<file path="src/rtl/measure_pkg.sv">
// rtl/measure_pkg.sv - shared types and constants for strobe-based measurement blocks
package measure_pkg;

  typedef enum logic [2:0] {
    ST_IDLE,
    ST_ARM,
    ST_DELAY,
    ST_SAMPLE,
    ST_RESULT
  } smp_state_e;

  // ARM gives up after this many strobe periods without a rising edge
  localparam int TMO_MULT = 2;

endpackage

</file>
<file path="src/rtl/sync_ff.sv">
// rtl/sync_ff.sv - multi-stage flip-flop synchroniser for asynchronous levels
module sync_ff #(
  parameter int WIDTH  = 1,
  parameter int STAGES = 2
) (
  input  logic             clk_i,
  input  logic             arst_i,
  input  logic [WIDTH-1:0] d_i,
  output logic [WIDTH-1:0] q_o
);

  logic [WIDTH-1:0] stage_q [STAGES];

  always_ff @(posedge clk_i or posedge arst_i) begin
    if (arst_i) begin
      for (int i = 0; i < STAGES; i++) stage_q[i] <= '0;
    end else begin
      stage_q[0] <= d_i;
      for (int i = 1; i < STAGES; i++) stage_q[i] <= stage_q[i-1];
    end
  end

  assign q_o = stage_q[STAGES-1];

endmodule

</file>
<file path="src/rtl/stb_delay_sampler.sv">
// rtl/stb_delay_sampler.sv - samples a comparator at a programmable delay after each strobe
// and returns the hit count over N strobes through a valid/ready result port.
module stb_delay_sampler
  import measure_pkg::*;
#(
  parameter int T_CNT_WIDTH   = 32,
  parameter int HIT_CNT_WIDTH = 16
) (
  input  logic                     clk_i,
  input  logic                     arst_i,
  input  logic                     stb_i,
  input  logic                     stb_rdy_i,
  input  logic [T_CNT_WIDTH-1:0]   stb_period_i,
  input  logic [T_CNT_WIDTH-1:0]   delay_i,
  input  logic [HIT_CNT_WIDTH-1:0] n_samples_i,
  input  logic                     start_i,
  input  logic                     cmp_i,
  output logic                     busy_o,
  output logic                     res_valid_o,
  input  logic                     res_ready_i,
  output logic [HIT_CNT_WIDTH-1:0] hits_o,
  output logic                     err_o
);

  smp_state_e state_q, state_d;

  logic                     cmp_s;
  logic                     stb_q;
  logic                     stb_rise;
  logic [T_CNT_WIDTH-1:0]   delay_q, period_q, dly_cnt, to_cnt, tmo_lim;
  logic [T_CNT_WIDTH:0]     tmo_wide;
  logic [HIT_CNT_WIDTH-1:0] nsamp_q, samples_q, hits_q;
  logic                     err_q;
  logic                     start_bad, tmo_hit, last_sample;

  sync_ff #(.WIDTH(1), .STAGES(2)) u_cmp_sync (
    .clk_i  (clk_i),
    .arst_i (arst_i),
    .d_i    (cmp_i),
    .q_o    (cmp_s)
  );

  assign stb_rise    = stb_i & ~stb_q;
  assign start_bad   = !stb_rdy_i || (n_samples_i == '0) || (delay_i >= stb_period_i);
  // Limit is computed one bit wider so a huge period clips to all-ones instead of wrapping
  assign tmo_wide    = {1'b0, period_q} * (T_CNT_WIDTH+1)'(TMO_MULT);
  assign tmo_lim     = tmo_wide[T_CNT_WIDTH] ? '1 : tmo_wide[T_CNT_WIDTH-1:0];
  assign tmo_hit     = (to_cnt == tmo_lim);
  assign last_sample = ((samples_q + 1'b1) == nsamp_q);

  always_ff @(posedge clk_i or posedge arst_i) begin
    if (arst_i) state_q <= ST_IDLE;
    else        state_q <= state_d;
  end

  always_comb begin
    state_d = state_q;
    case (state_q)
      ST_IDLE:   if (start_i) state_d = start_bad ? ST_RESULT : ST_ARM;
      ST_ARM:    if (stb_rise) state_d = ST_DELAY;
                 else if (tmo_hit) state_d = ST_RESULT;
      ST_DELAY:  if (dly_cnt == '0) state_d = ST_SAMPLE;
      ST_SAMPLE: state_d = last_sample ? ST_RESULT : ST_ARM;
      ST_RESULT: if (res_ready_i) state_d = ST_IDLE;
      default:   state_d = ST_IDLE;
    endcase
  end

  always_comb begin
    busy_o      = (state_q == ST_ARM) || (state_q == ST_DELAY) || (state_q == ST_SAMPLE);
    res_valid_o = (state_q == ST_RESULT);
  end

  always_ff @(posedge clk_i or posedge arst_i) begin
    if (arst_i) begin
      stb_q     <= 1'b0;
      delay_q   <= '0;
      period_q  <= '0;
      nsamp_q   <= '0;
      dly_cnt   <= '0;
      to_cnt    <= '0;
      samples_q <= '0;
      hits_q    <= '0;
      err_q     <= 1'b0;
    end else begin
      stb_q <= stb_i;
      case (state_q)
        ST_IDLE: if (start_i) begin
          delay_q   <= delay_i;
          period_q  <= stb_period_i;
          nsamp_q   <= n_samples_i;
          hits_q    <= '0;
          samples_q <= '0;
          to_cnt    <= '0;
          err_q     <= start_bad;
        end
        ST_ARM: begin
          if (stb_rise)     dly_cnt <= delay_q;
          else if (tmo_hit) err_q   <= 1'b1;
          else              to_cnt  <= to_cnt + 1'b1;
        end
        ST_DELAY: if (dly_cnt != '0) dly_cnt <= dly_cnt - 1'b1;
        ST_SAMPLE: begin
          hits_q    <= hits_q + {{(HIT_CNT_WIDTH-1){1'b0}}, cmp_s};
          samples_q <= samples_q + 1'b1;
          to_cnt    <= '0;
        end
        default: ;
      endcase
    end
  end

  assign hits_o = hits_q;
  assign err_o  = err_q;

endmodule

</file>
<file path="config.mk">
export PLATFORM = sky130hd
export DESIGN_NAME = stb_delay_sampler
export DESIGN_NICKNAME = d
export VERILOG_FILES = /design/src/rtl/measure_pkg.sv /design/src/rtl/sync_ff.sv /design/src/rtl/stb_delay_sampler.sv
export SDC_FILE = /design/constraint.sdc
export NUM_CORES = 1
export LEC_CHECK = 0
export BUFFER_PORTS_ARGS = -buffer_cell sky130_fd_sc_hd__buf_2
export CORE_MARGIN = 2
export CORE_UTILIZATION = 64
export CTS_CLUSTER_DIAMETER = 200
export DETAILED_ROUTE_END_ITERATION = 8
export MAX_ROUTING_LAYER = met4
export PLACE_DENSITY_LB_ADDON = 0.25
export SYNTH_ARGS = -nofsm -noshare
export SYNTH_HDL_FRONTEND = slang
export SYNTH_SLANG_ARGS = --single-unit
</file>
<file path="constraint.sdc">
create_clock -name clk_i -period 9.45 [get_ports clk_i]
set_input_delay 0.4725 -clock clk_i [delete_from_list [all_inputs] [get_ports clk_i]]
set_output_delay 0.4725 -clock clk_i [all_outputs]
set_load 0.03 [all_outputs]
</file>
**Yosys cells after proc, flatten, opt, wreduce, memory -nomap -nowiden**

Index checks and enable logic that the tools add are counted.

- $add $sub $neg: 4
- $mul: 0
- Divide/modulo/power cells: 0
- $lt $le $gt $ge: 1
- Equal/unequal tests: 15
- Shift-type cells: 0
- Muxes and demuxes: 23
- Bitwise gates (word level): 2
- Reduce and logical (&&, ||, !) cells: 19

Operator list:

| operator | number |
|---|---|
| 32-bit two-way mux | 6 |
| 32-bit case mux with 3 select lines | 1 |
| 16-bit case mux with 2 select lines | 2 |
| 32-bit case mux with 2 select lines | 1 |
| 32-bit by 1-bit adder with 32-bit output (second input constant) | 1 |
| 32-bit equality test | 1 |
| 32-bit >= comparator | 1 |
| 32-bit zero test | 1 |
| 32-bit nonzero test | 1 |
| 32-bit by 1-bit subtractor with 32-bit output (second input constant) | 1 |
| 3-bit two-way mux | 7 |
| 16-bit by 1-bit adder with 16-bit output | 1 |
| 16-bit by 1-bit adder with 16-bit output (second input constant) | 1 |
| 16-bit equality test | 1 |
| 16-bit zero test | 1 |
| 16-bit two-way mux | 1 |
| 3-bit case mux with 5 select lines | 1 |
| 2-bit != test (second input constant) | 6 |
| 4-bit AND reduction | 3 |
| 3-bit by 2-bit equality test with 1-bit output (second input constant) | 2 |
| 2-bit nonzero test | 3 |
| 1-bit logical OR | 4 |
| 2-bit by 1-bit != test with 1-bit output (second input constant) | 2 |
| 2-bit AND reduction | 2 |
| other kinds (11) | 13 |

- Register bits after elaboration: 183
- Latch bits: 0
- RAM bits: 0
- Bits in read-only memories: 0
- Bits of input ports: 87
- Output and inout port bits: 19
- Logic and storage cells: 76
- Memories kept: 0

**Logic depth before layout (Yosys ltp)**

Gate-level depths: netlist of run 1.

- Depth after elaboration: 6
- Depth in mapped cells: 13

**Cells and area by module**

A second synthesis of run 1 with hierarchy kept.

- Cell total of the unflattened synthesis: 1,253
- Area, all modules: 10,427.5 sq um

Modules (own cells, without submodules):

| module | instances | cells an instance | area each (sq um) | seq. area each (sq um) |
|---|---|---|---|---|
| stb_delay_sampler | 1 | 1,250 | 10,373.7 | 4,529.3 |
| sync_ff | 1 | 3 | 53.8 | 50.0 |

**Least setup slack after synthesis of run 1**

Ideal clock, no wire load.

- Path type: reg-to-reg
- Start point: reg dly_cnt[0]
- End point: reg dly_cnt[1]
- Library setup time: 0.134 ns
- Arrival time: 2.504 ns
- Setup slack: 6.812 ns
- Cell stages (with the launch flop): 12
- Path buffers: 1
- Clock period less this slack: 2.638 ns
- Cell sequence: dfrtp_1 > inv_1 > ha_1 > nor3b_1 > nand4_1 > nor3_2 > nand4_1 > nor3_1 > o21ai_1 > clkbuf_1 > o211ai_1 > o21ai_0

- Word-level cells in the longest chain between the ends: 3

RTL lines:

| item | line | source |
|---|---|---|
| from (decl) | stb_delay_sampler.sv:30 | `logic [T_CNT_WIDTH-1:0] delay_q, period_q, dly_cnt, to_cnt, tmo_lim;` |
| from (signal assigned) | stb_delay_sampler.sv:98 | `if (stb_rise) dly_cnt <= delay_q;` |
| from (signal assigned) | stb_delay_sampler.sv:102 | `ST_DELAY: if (dly_cnt != '0) dly_cnt <= dly_cnt - 1'b1;` |
| 32-bit by 1-bit subtractor with 32-bit output or 32-bit nonzero test (tied branches) | stb_delay_sampler.sv:102 |  |
| 32-bit two-way mux or 2-bit by 1-bit != test with 1-bit output (tied branches) | n/a |  |
| 32-bit case mux with 2 select lines or 3-bit AND reduction (tied branches) | n/a |  |

Several ways; a longest one is shown, not always the timed one. The select of a mux whose other input is x is not followed.
A chain may end at the register's enable or synchronous reset.

**Worst setup path after layout of run 1**

- Start point: reg period_q[31]
- End point: reg to_cnt[17]

- Word-level cells in the longest chain between the ends: 4

RTL lines:

| item | line | source |
|---|---|---|
| from (decl) | stb_delay_sampler.sv:30 |  |
| from (signal assigned) | stb_delay_sampler.sv:90 | `period_q <= stb_period_i;` |
| 32-bit two-way mux | stb_delay_sampler.sv:47 | `assign tmo_lim = tmo_wide[T_CNT_WIDTH] ? '1 : tmo_wide[T_CNT_WIDTH-1:0];` |
| 32-bit equality test | stb_delay_sampler.sv:48 | `assign tmo_hit = (to_cnt == tmo_lim);` |
| 2-bit != test (no line) | n/a |  |
| 4-bit AND reduction (no line) | n/a |  |
| to (signal assigned) | stb_delay_sampler.sv:100 | `else to_cnt <= to_cnt + 1'b1;` |
| to (decl) | stb_delay_sampler.sv:30 |  |

Every way passes these cells.

==> flow_metrics.env, run 1 <==
export IMPL_grt_usage=0.335
export IMPL_yosys_warnings=0
export IMPL_cts_tree="yes"
export IMPL_wire_per_inst_um=17.7
export IMPL_final_cell_mix="263 x nand2_1, 183 x dfrtp_1, 122 x o21ai_0"
export IMPL_drt_first_pass_iters=6
export IMPL_synth_fa_ha_area_frac=0.0444
export IMPL_cp_required_ps=9820
export IMPL_ios=106
export IMPL_coreArea_um2=15900
export IMPL_r2r_start="period_q[31]"
export IMPL_fp_row_count=46
export IMPL_maxCapViolations=0
export IMPL_r2r_end="to_cnt[17]"
export IMPL_tns_ps=0
export IMPL_cts_clk_slew_worst_paths_ps=70
export IMPL_syn_nets=1376
export IMPL_cts_sinks=183
export IMPL_peakVddDrop_uv=164
export IMPL_drt_iter0_drc=978
export IMPL_syn_cell_area_um2=10400
export IMPL_vias=9541
export IMPL_finalNetCount=1443
export IMPL_worstRegToRegCells=9
export IMPL_setup_viol=0
export IMPL_synth_xor_area_frac=0.0387
export IMPL_maxSlewViolCount=0
export IMPL_power_uw=3030
export IMPL_grt_pass1_wl_mm=45.3
export IMPL_holdBufCountCts=0
export IMPL_worst_pin_slew_ps=1140
export IMPL_place_ws_ps=5830
export IMPL_leakage_uw=0.00541
export IMPL_post_cts_buffers=0
export IMPL_hold_class="in2async"
export IMPL_crit_fanout=29
export IMPL_utilization=0.735
export IMPL_cts_buffer_depth=2
export IMPL_drc=0
export IMPL_synth_compound_area_frac=0.177
export IMPL_clk_latency_ps=440
export IMPL_dpl_hpwl_mm=19.2
export IMPL_muxShareOfSynthArea=0.00684
export IMPL_synth_ff_latch_count=183
export IMPL_fmax_ghz=0.274
export IMPL_grt_max_degree=121
export IMPL_clockRootBuffer="clkbuf_16"
export IMPL_cts_made_buffers=17
export IMPL_start_util=0.656
export IMPL_hold_viol_final=0
export IMPL_r2r_slack_ps=5800
export IMPL_area_growth_pct=12.1
export IMPL_htreeDepth=4
export IMPL_path_class="reg2reg"
export IMPL_synthCells=1252
export IMPL_place_congestion=0.924
export IMPL_antenna_found_initial=1
export IMPL_cts_resized=0
export IMPL_synth_edf_count=0
export IMPL_viasPerCell=6.16
export IMPL_fill_cells=1243
export IMPL_die_x_um=132
export IMPL_die_h_um=132
export IMPL_finalClockSkew_ps=6.17
export IMPL_grt_overflow=0
export IMPL_postSynth_topFlopCell="dfrtp_1"
export IMPL_avgSynthCellArea_um2=8.33
export IMPL_die_area_um2=17300
export IMPL_rsz0062_at_grt="no"
export IMPL_ys_types=66
export IMPL_layout_commonest_cell="nand2_1"
export IMPL_outcome="completed"
export IMPL_start_kind="flip-flop"
export IMPL_port_buffers=105
export IMPL_cp_arrival_ps=4020
export IMPL_synth_top_family_by_area="simple AND/OR/NAND/NOR gates"
export IMPL_slew_headroom=0.243
export IMPL_finalCriticalPeriod_ps=3650
export IMPL_end_kind="flip-flop"
export IMPL_fin_ws_ps=5800
export IMPL_async_reset_ff_frac=1.00
export IMPL_fin_crit_sh=0.387
export IMPL_layout_drive_gt1_share=0.127
export IMPL_grt_pass1_vias=8924
export IMPL_synth_simple_area_share=0.247
export IMPL_drt_wl_total_mm=27.4
export IMPL_power_density_nw_per_um2=259
export IMPL_ant_nets=0
export IMPL_ys_seq_area_frac=0.439
-- registers in the layout, summed over array words and instances, names as in the netlist, 3 cells and up --
name	flops
samples_q	16
to_cnt	32
hits_o	16
nsamp_q	16
state_q	3
delay_q	32
period_q	32
dly_cnt	32
-- metal layers --
layer	part of all wire	global-route usage	wire length, µm
met1	0.42	0.450	11500
met3	0.083	0.0683	2280
met5	0	-	0
met2	0.47	0.513	12900
met4	0.026	0.111	709
-- through the flow --
stage                     hold WS [ps]  instance area, µm²  std cells
after CTS                         86.3               11700       1548
final                             67.7               11700       1549
after detailed placement           355               11000       1516
after global placement             333               11000       1516
after floorplan                    331               10400       1252
after global routing               125               11700       1549
-- critical path: stages, from the launching register on --
cell and delay, ps:
dfrtp_1 550, buf_4 310, or3_1 370, a211oi_1 210, o22ai_1 120, or4b_4 570
o31ai_4 750, nor3_2 290, nand4_1 200, mux2i_1 200
-- cell type report --
| cell class | instances | area (µm²) | share of cell area |
|---|---|---|---|
| clock buffer | 19 | 453 | 0.0388 |
| clock inverter | 13 | 191 | 0.0164 |
| sequential | 183 | 4580 | 0.392 |
| inverter | 52 | 200 | 0.0171 |
| tap | 216 | 270 | 0.0231 |
| timing repair buffer | 116 | 608 | 0.0521 |
| multi-input combinational | 949 | 5380 | 0.460 |
| antenna | 1 | 2.50 | 0.000214 |
-- how the worst max path moves through the flow --
stage,from,to,slack (ps),depth (start not counted)
floorplan,arst_i,delay_q[0],4010,1
global placement,period_q[31],to_cnt[29],5920,9
detailed placement,period_q[31],to_cnt[17],5830,9
CTS,period_q[31],to_cnt[17],5820,9
global route,period_q[31],to_cnt[17],5510,9
finish,period_q[31],to_cnt[17],5800,9
-- cells in the mapped netlist, types with 6 or more instances --
master / n / area share
a211oi_1: 7 / 0.0050
a31o_1: 7 / 0.0059
nand2b_1: 13 / 0.0078
o21bai_1: 9 / 0.0065
nor3_1: 28 / 0.013
nor2_1: 96 / 0.035
or4_1: 6 / 0.0043
and2_1: 7 / 0.0042
o31ai_1: 7 / 0.0050
and4_1: 8 / 0.0067
or3_1: 10 / 0.0060
nand3_1: 36 / 0.017
a22oi_1: 6 / 0.0043
o2111ai_1: 8 / 0.0067
xor2_1: 15 / 0.013
o22ai_1: 10 / 0.0060
nand2_1: 263 / 0.095
o21ai_0: 122 / 0.059
a21oi_1: 76 / 0.036
clkbuf_1: 54 / 0.019
and3_1: 9 / 0.0054
a31oi_1: 7 / 0.0042
dfrtp_1: 183 / 0.44
xnor2_1: 31 / 0.026
ha_1: 37 / 0.044
mux2i_1: 6 / 0.0058
inv_1: 52 / 0.019
nand4_1: 21 / 0.013
nor4_1: 25 / 0.015
-- kinds of logic after synthesis --
family,after synthesis
AND/OR/NAND/NOR,554
AO/OA/AOI/OAI,305
flip-flops,183
buffers and inverters,120
XOR/XNOR,46
adder cells (fa/ha/maj),37
multiplexers,7
-- where the power goes --
part	internal, µW	switching [µW]	total, µW
logic	358	605	963
clock network	461	321	781
registers	1020	258	1280
total	1840	1180	3030
Note: power is estimated with default switching activity, not from simulation.
==> run 2: changes to the inputs <==
--- a/config.mk
+++ b/config.mk
@@ -5,9 +5,10 @@
 export SDC_FILE = /design/constraint.sdc
 export NUM_CORES = 1
 export LEC_CHECK = 0
+export ABC_AREA = 1
 export BUFFER_PORTS_ARGS = -buffer_cell sky130_fd_sc_hd__buf_2
 export CORE_MARGIN = 2
-export CORE_UTILIZATION = 64
+export CORE_UTILIZATION = 55
 export CTS_CLUSTER_DIAMETER = 200
 export DETAILED_ROUTE_END_ITERATION = 8
 export MAX_ROUTING_LAYER = met4
==> constraint.sdc (replaced) <==
create_clock -name clk_i -period 3.1 [get_ports clk_i]
set_input_delay 0.155 -clock clk_i [delete_from_list [all_inputs] [get_ports clk_i]]
set_output_delay 0.155 -clock clk_i [all_outputs]
set_load 0.03 [all_outputs]
==> run 2 against run 1 <==
Effect of this change: critical path depth grew 1; sequential cell count is the same; register-to-register slack lost 5300 ps; clock skew grew 7.3 ps; largest cell class unchanged.
==> flow_metrics.env, run 2 <==
export IMPL_vias=10800
export IMPL_cp_required_ps=3450
export IMPL_r2r_end="to_cnt[14]"
export IMPL_path_class="reg2reg"
export IMPL_dp_cells=1890
export IMPL_drc=0
export IMPL_min_to="period_q[19]"
export IMPL_r2r_start="state_q[2]"
export IMPL_post_cts_buffers=0
export IMPL_maxCapViolations=0
export IMPL_yosys_warnings=0
export IMPL_fp_row_count=52
export IMPL_hold_class="in2reg"
export IMPL_end_kind="flip-flop"
export IMPL_layout_drive_gt1_share=0.118
export IMPL_clockRootBuffer="clkbuf_16"
export IMPL_syn_cell_area_um2=11300
export IMPL_cp_arrival_ps=2990
export IMPL_coreArea_um2=20200
export IMPL_grt_overflow=0
export IMPL_htreeDepth=4
export IMPL_ys_types=49
export IMPL_cts_buffer_depth=2
export IMPL_slew_headroom=0.348
export IMPL_avgSynthCellArea_um2=7.26
export IMPL_tns_ps=0
export IMPL_final_cell_mix="418 x nand2_1, 183 x dfrtp_1, 180 x inv_1, 180 x nor2_1, 141 x o21ai_0"
export IMPL_syn_nets=1675
export IMPL_antenna_found_initial=3
export IMPL_hold_viol_final=0
export IMPL_setup_viol=0
export IMPL_synth_most_common_cell="nand2_1"
export IMPL_finalClockSkew_ps=13.5
export IMPL_drt_first_pass_iters=5
export IMPL_area_growth_pct=17.0
export IMPL_r2r_slack_ps=470
export IMPL_synthCells=1551
export IMPL_viasPerCell=5.45
export IMPL_finalCriticalPeriod_ps=2630
export IMPL_fin_crit_sh=0.849
export IMPL_rsz0062_at_grt="no"
export IMPL_postSynth_topFlopCell="dfrtp_1"
export IMPL_leakage_uw=0.00633
export IMPL_holdBufCountCts=51
export IMPL_ios=106
export IMPL_grt_pass1_vias=10300
export IMPL_fmax_ghz=0.380
export IMPL_finalNonFillerCells=1976
export IMPL_crit_fanout=42
export IMPL_layout_commonest_cell="nand2_1"
export IMPL_dpl_hpwl_mm=22.4
export IMPL_grt_pass1_wl_mm=51.2
export IMPL_synth_edf_count=0
export IMPL_port_buffers=105
export IMPL_synth_area_leader_cell="dfrtp_1"
export IMPL_peakVddDrop_uv=432
export IMPL_min_delay_start="stb_period_i[19]"
export IMPL_power_density_nw_per_um2=713
export IMPL_maxSlewViolCount=0
export IMPL_die_h_um=147
export IMPL_grt_max_degree=64
export IMPL_cts_made_buffers=17
export IMPL_ys_seq_area_frac=0.406
export IMPL_fill_cells=1809
export IMPL_hold_depth=3
export IMPL_cts_tree="yes"
export IMPL_outcome="completed"
export IMPL_async_reset_ff_frac=1.00
export IMPL_grt_usage=0.304
export IMPL_cts_resized=0
export IMPL_drt_wl_total_mm=31.3
export IMPL_synth_common_cells="419 x nand2_1, 183 x dfrtp_1, 182 x inv_1"
export IMPL_die_area_um2=21600
export IMPL_wire_per_inst_um=15.8
export IMPL_ant_nets=0
export IMPL_clk_latency_ps=440
export IMPL_die_x_um=147
export IMPL_drt_iter0_drc=862
export IMPL_synth_top_area_frac=0.406
export IMPL_synth_area_top_cells="dfrtp_1 41%, nand2_1 14%, o21ai_0 6.3%, inv_1 6.1%, nor2_1 6.0%"
export IMPL_start_util=0.559
export IMPL_worst_pin_slew_ps=976
export IMPL_cts_clk_slew_worst_paths_ps=70
export IMPL_synth_ff_latch_count=183
export IMPL_finalNetCount=1814
export IMPL_cts_sinks=183
export IMPL_start_kind="flip-flop"
export IMPL_place_congestion=0.978
export IMPL_worstRegToRegCells=10
[run 2: cell count changes in the layout (fill, tap and decap cells not counted), sizes merged, moves of 47 or more]
cell / previous run / this run
dlygate4sd3: 0 / 51
o21ai: 123 / 178
nand3: 36 / 83
nor2: 96 / 188
inv: 56 / 194
nand2: 263 / 421
[run 2: how the worst max path moves through the flow]
stage / start / endpoint / slack (ps) / cells after the start
after floorplan: arst_i / delay_q[0] / 590 / 1
after global placement: state_q[2] / to_cnt[2] / 650 / 10
after detailed placement: state_q[2] / to_cnt[12] / 540 / 10
after CTS: state_q[2] / to_cnt[14] / 510 / 10
after global routing: state_q[2] / to_cnt[25] / 310 / 10
final: state_q[2] / to_cnt[14] / 470 / 10
[run 2: worst max-delay path, cell delays in order (launching register included)]
cell,delay [ps]
dfrtp_1,570
nor3_4,140
inv_4,280
nor2_4,70
inv_2,70
o21ai_2,70
a211oi_2,420
nand2_4,250
inv_4,430
nand2_1,140
o21ai_2,80
[run 2: per-stage QoR]
stage | area, µm² | worst slack, ps | utilization | hold slack, ps | total power, µW
floorplan | 11300 | 594 | - | 186 | 6160
global placement | 12000 | 654 | 0.597 | 263 | 6890
detailed placement | 12000 | 536 | 0.597 | 265 | 7000
CTS | 13200 | 509 | 0.653 | 0.887 | 9410
global route | 13200 | 307 | 0.654 | -2.32 | 10100
finish | 13200 | 470 | 0.654 | 8.86 | 9400
[run 2: cell type report]
class,instances,area [µm²],area share
multi-input combinational,1125,5730,0.434
sequential,183,4580,0.347
timing repair buffer,173,1190,0.0902
inverter,190,722,0.0548
clock buffer,20,457,0.0346
tap,270,338,0.0256
clock inverter,12,164,0.0124
antenna,3,7.51,0.000569
[run 2: per-layer routing]
metal	up-vias	global-route usage	share of wire
met3	84	0.0497	0.052
li1	5292	-	-
met4	0	0.115	0.036
met1	5062	0.393	0.44
met5	-	-	0
met2	340	0.483	0.47
[run 2: where the power goes]
group	total (µW)	switching (µW)	internal [µW]	leakage (µW)
Combinational	3400	2290	1120	0.00367
Sequential	3660	534	3120	0.00236
Clock	2340	1010	1330	0.000301
[run 2: cells by family after synthesis]
kind of cell | after synthesis | synth area share
AO/OA/AOI/OAI | 258 | 0.130
XOR/XNOR | 63 | 0.0502
adder cells (fa/ha/maj) | 37 | 0.0411
buffers and inverters | 243 | 0.0857
flip-flops | 183 | 0.406
multiplexers | 2 | 0.00178
AND/OR/NAND/NOR | 765 | 0.285
==> run 3: changes to the inputs <==
==> constraint.sdc (replaced) <==
create_clock -name clk_i -period 2.1 [get_ports clk_i]
set_input_delay 0.105 -clock clk_i [delete_from_list [all_inputs] [get_ports clk_i]]
set_output_delay 0.105 -clock clk_i [all_outputs]
set_load 0.03 [all_outputs]
==> run 3 against run 2 <==
Effect of this change: the run now ends with setup timing left; wire length grew 4.8%; worst hold slack lost 4.5 ps; sequential share of layout area shrank 2.2 points; non-clock buffer count grew 70; count of clock-buffer cells in the layout shrank 2; via count grew 3.9%.
==> flow_metrics.env, run 3 (synthesis results as in run 2) <==
export IMPL_wire_per_inst_um=16.0
export IMPL_crit_family="simple AND/OR/NAND/NOR gates"
export IMPL_path_cells="inv_2, ha_4, nand2_4, nor2_4, inv_2, nor2_2, nand3_2, nor2_4, nor2_4, nor2_4, inv_4, bufbuf_16, o21ai_1"
export IMPL_place_congestion=0.998
export IMPL_drt_iter0_drc=805
export IMPL_r2r_start="dly_cnt[0]"
export IMPL_drt_wl_total_mm=32.8
export IMPL_crit_fanout=12
export IMPL_cts_tree="yes"
export IMPL_place_ws_ps=-76.6
export IMPL_crit_path_frequent_cell="nor2_4"
export IMPL_fmax_ghz=0.472
export IMPL_grt_pass1_vias=10900
export IMPL_end_kind="flip-flop"
export IMPL_slew_headroom=0.663
export IMPL_port_buffers=105
export IMPL_die_area_um2=21600
export IMPL_crit_path_top_delay_cell="dfrtp_1"
export IMPL_layout_drive_gt1_share=0.160
export IMPL_ios=106
export IMPL_viasPerCell=5.48
export IMPL_drc=0
export IMPL_setup_viol=1
export IMPL_outcome="complete, but fails checks"
export IMPL_hold_depth=3
export IMPL_die_x_um=147
export IMPL_area_growth_pct=24.9
export IMPL_fin_crit_sh=1.01
export IMPL_cp_required_ps=2460
export IMPL_power_uw=14600
export IMPL_finalCriticalPeriod_ps=2120
export IMPL_layout_commonest_cell="nand2_1"
export IMPL_path_buf_inv=4
export IMPL_path_depth=13
export IMPL_maxCapViolations=0
export IMPL_rsz0062_at_grt="yes"
export IMPL_coreArea_um2=20200
export IMPL_hold_class="in2reg"
export IMPL_worst_pin_slew_ps=504
export IMPL_r2r_end="dly_cnt[11]"
export IMPL_cp_arrival_ps=2480
export IMPL_clockRootBuffer="clkbuf_16"
export IMPL_num_antenna_cells=0
export IMPL_start_kind="flip-flop"
export IMPL_final_cell_mix="413 x nand2_1, 180 x dfrtp_1, 177 x inv_1"
export IMPL_cts_clk_slew_worst_paths_ps=80
export IMPL_grt_overflow=0
export IMPL_die_h_um=147
export IMPL_finalClockSkew_ps=8.75
export IMPL_crit_start="dly_cnt[0]"
export IMPL_cts_buffer_depth=2
export IMPL_maxSlewViolCount=0
export IMPL_worstRegToRegCells=13
export IMPL_peakVddDrop_uv=644
export IMPL_fp_row_count=52
export IMPL_critPathCapture="dly_cnt[11]"
export IMPL_finalNetCount=1884
export IMPL_grt_pass1_wl_mm=53.1
export IMPL_ant_nets=0
export IMPL_antenna_found_initial=0
export IMPL_leakage_uw=0.00671
export IMPL_htreeDepth=4
export IMPL_vias=11200
export IMPL_grt_usage=0.317
export IMPL_r2r_slack_ps=-20
export IMPL_hold_viol_final=0
export IMPL_violations="setup timing"
export IMPL_path_class="reg2reg"
export IMPL_grt_max_degree=92
export IMPL_cts_made_buffers=17
export IMPL_drt_first_pass_iters=5
export IMPL_power_density_nw_per_um2=1040
export IMPL_cts_sinks=183
export IMPL_dpl_hpwl_mm=22.6
export IMPL_clk_latency_ps=450
export IMPL_cpPeakStageDelay_ps=390
export IMPL_start_util=0.559
export IMPL_fin_ws_ps=-19.8
-- run 3: changes by cell type in the layout (fill, tap and decap cells not counted), moves of 4 or more --
cell and delta:
nor2_1 -14, nor2_4 +10, nand2_1 -5, buf_4 +32
nor3_2 +4, buf_12 +8, nor2_2 +4, o21ai_1 +4
nor3_1 -4, dlygate4sd3_1 +23, nand2_2 +4, o21ai_0 -4
buf_6 +4
-- run 3: worst min path at each step --
stage	startpoint	to	slack, ps
after floorplan	stb_i	stb_q	140
after global placement	arst_i	nsamp_q[15]	160
after detailed placement	arst_i	nsamp_q[15]	160
after CTS	stb_period_i[27]	period_q[27]	0.1
after global routing	delay_i[11]	delay_q[11]	0.5
final	stb_period_i[27]	period_q[27]	4
-- run 3: worst min-delay path: stages --
cell and delay [ps]:
buf_2 110, inv_1 100, o21ai_0 90
-- run 3: metal layers --
layer,wire length [µm],global-route usage,vias up
li1,-,-,5443
met1,13900,0.394,5242
met2,15900,0.526,407
met3,1790,0.0484,101
met4,1170,0.116,0
met5,0,-,-
-- run 3: metrics by stage --
step,area (µm²),setup TNS (ps),utilization,hold slack (ps),instances
finish,14100,-19.8,0.698,4.39,2043
global route,14100,-1310,0.698,0.506,2043
CTS,13900,0,0.689,0.103,2040
detailed placement,12400,-505,0.614,161,1924
global placement,12400,0,0.614,162,1924
floorplan,11300,-65070,-,136,1551
-- run 3: final cells by class --
type / count / area (µm²)
clock buffers: 18 / 439
clock inverters: 14 / 161
fillers: 1648 / 6090
inverters: 190 / 732
multi-input cells: 1125 / 5880
flip-flops and latches: 183 / 4580
well taps: 270 / 338
repair buffers: 243 / 1940
-- run 3: timing repair --
item | in CTS | in global routing
cloned | 2 | 0
hold buffers | 74 | 0
pin swaps | 6 | 12
gates resized for setup | 14 | 50
endpoints found under the hold margin | 86 | 0
buffers inserted | 8 | 4
endpoints found under the setup margin | 23 | 66
-- run 3: power by group --
part	switching [µW]	total [µW]	internal, µW
Combinational	3700	5880	2180
Sequential	800	5410	4610
Clock	1590	3320	1720
Total	6100	14600	8510
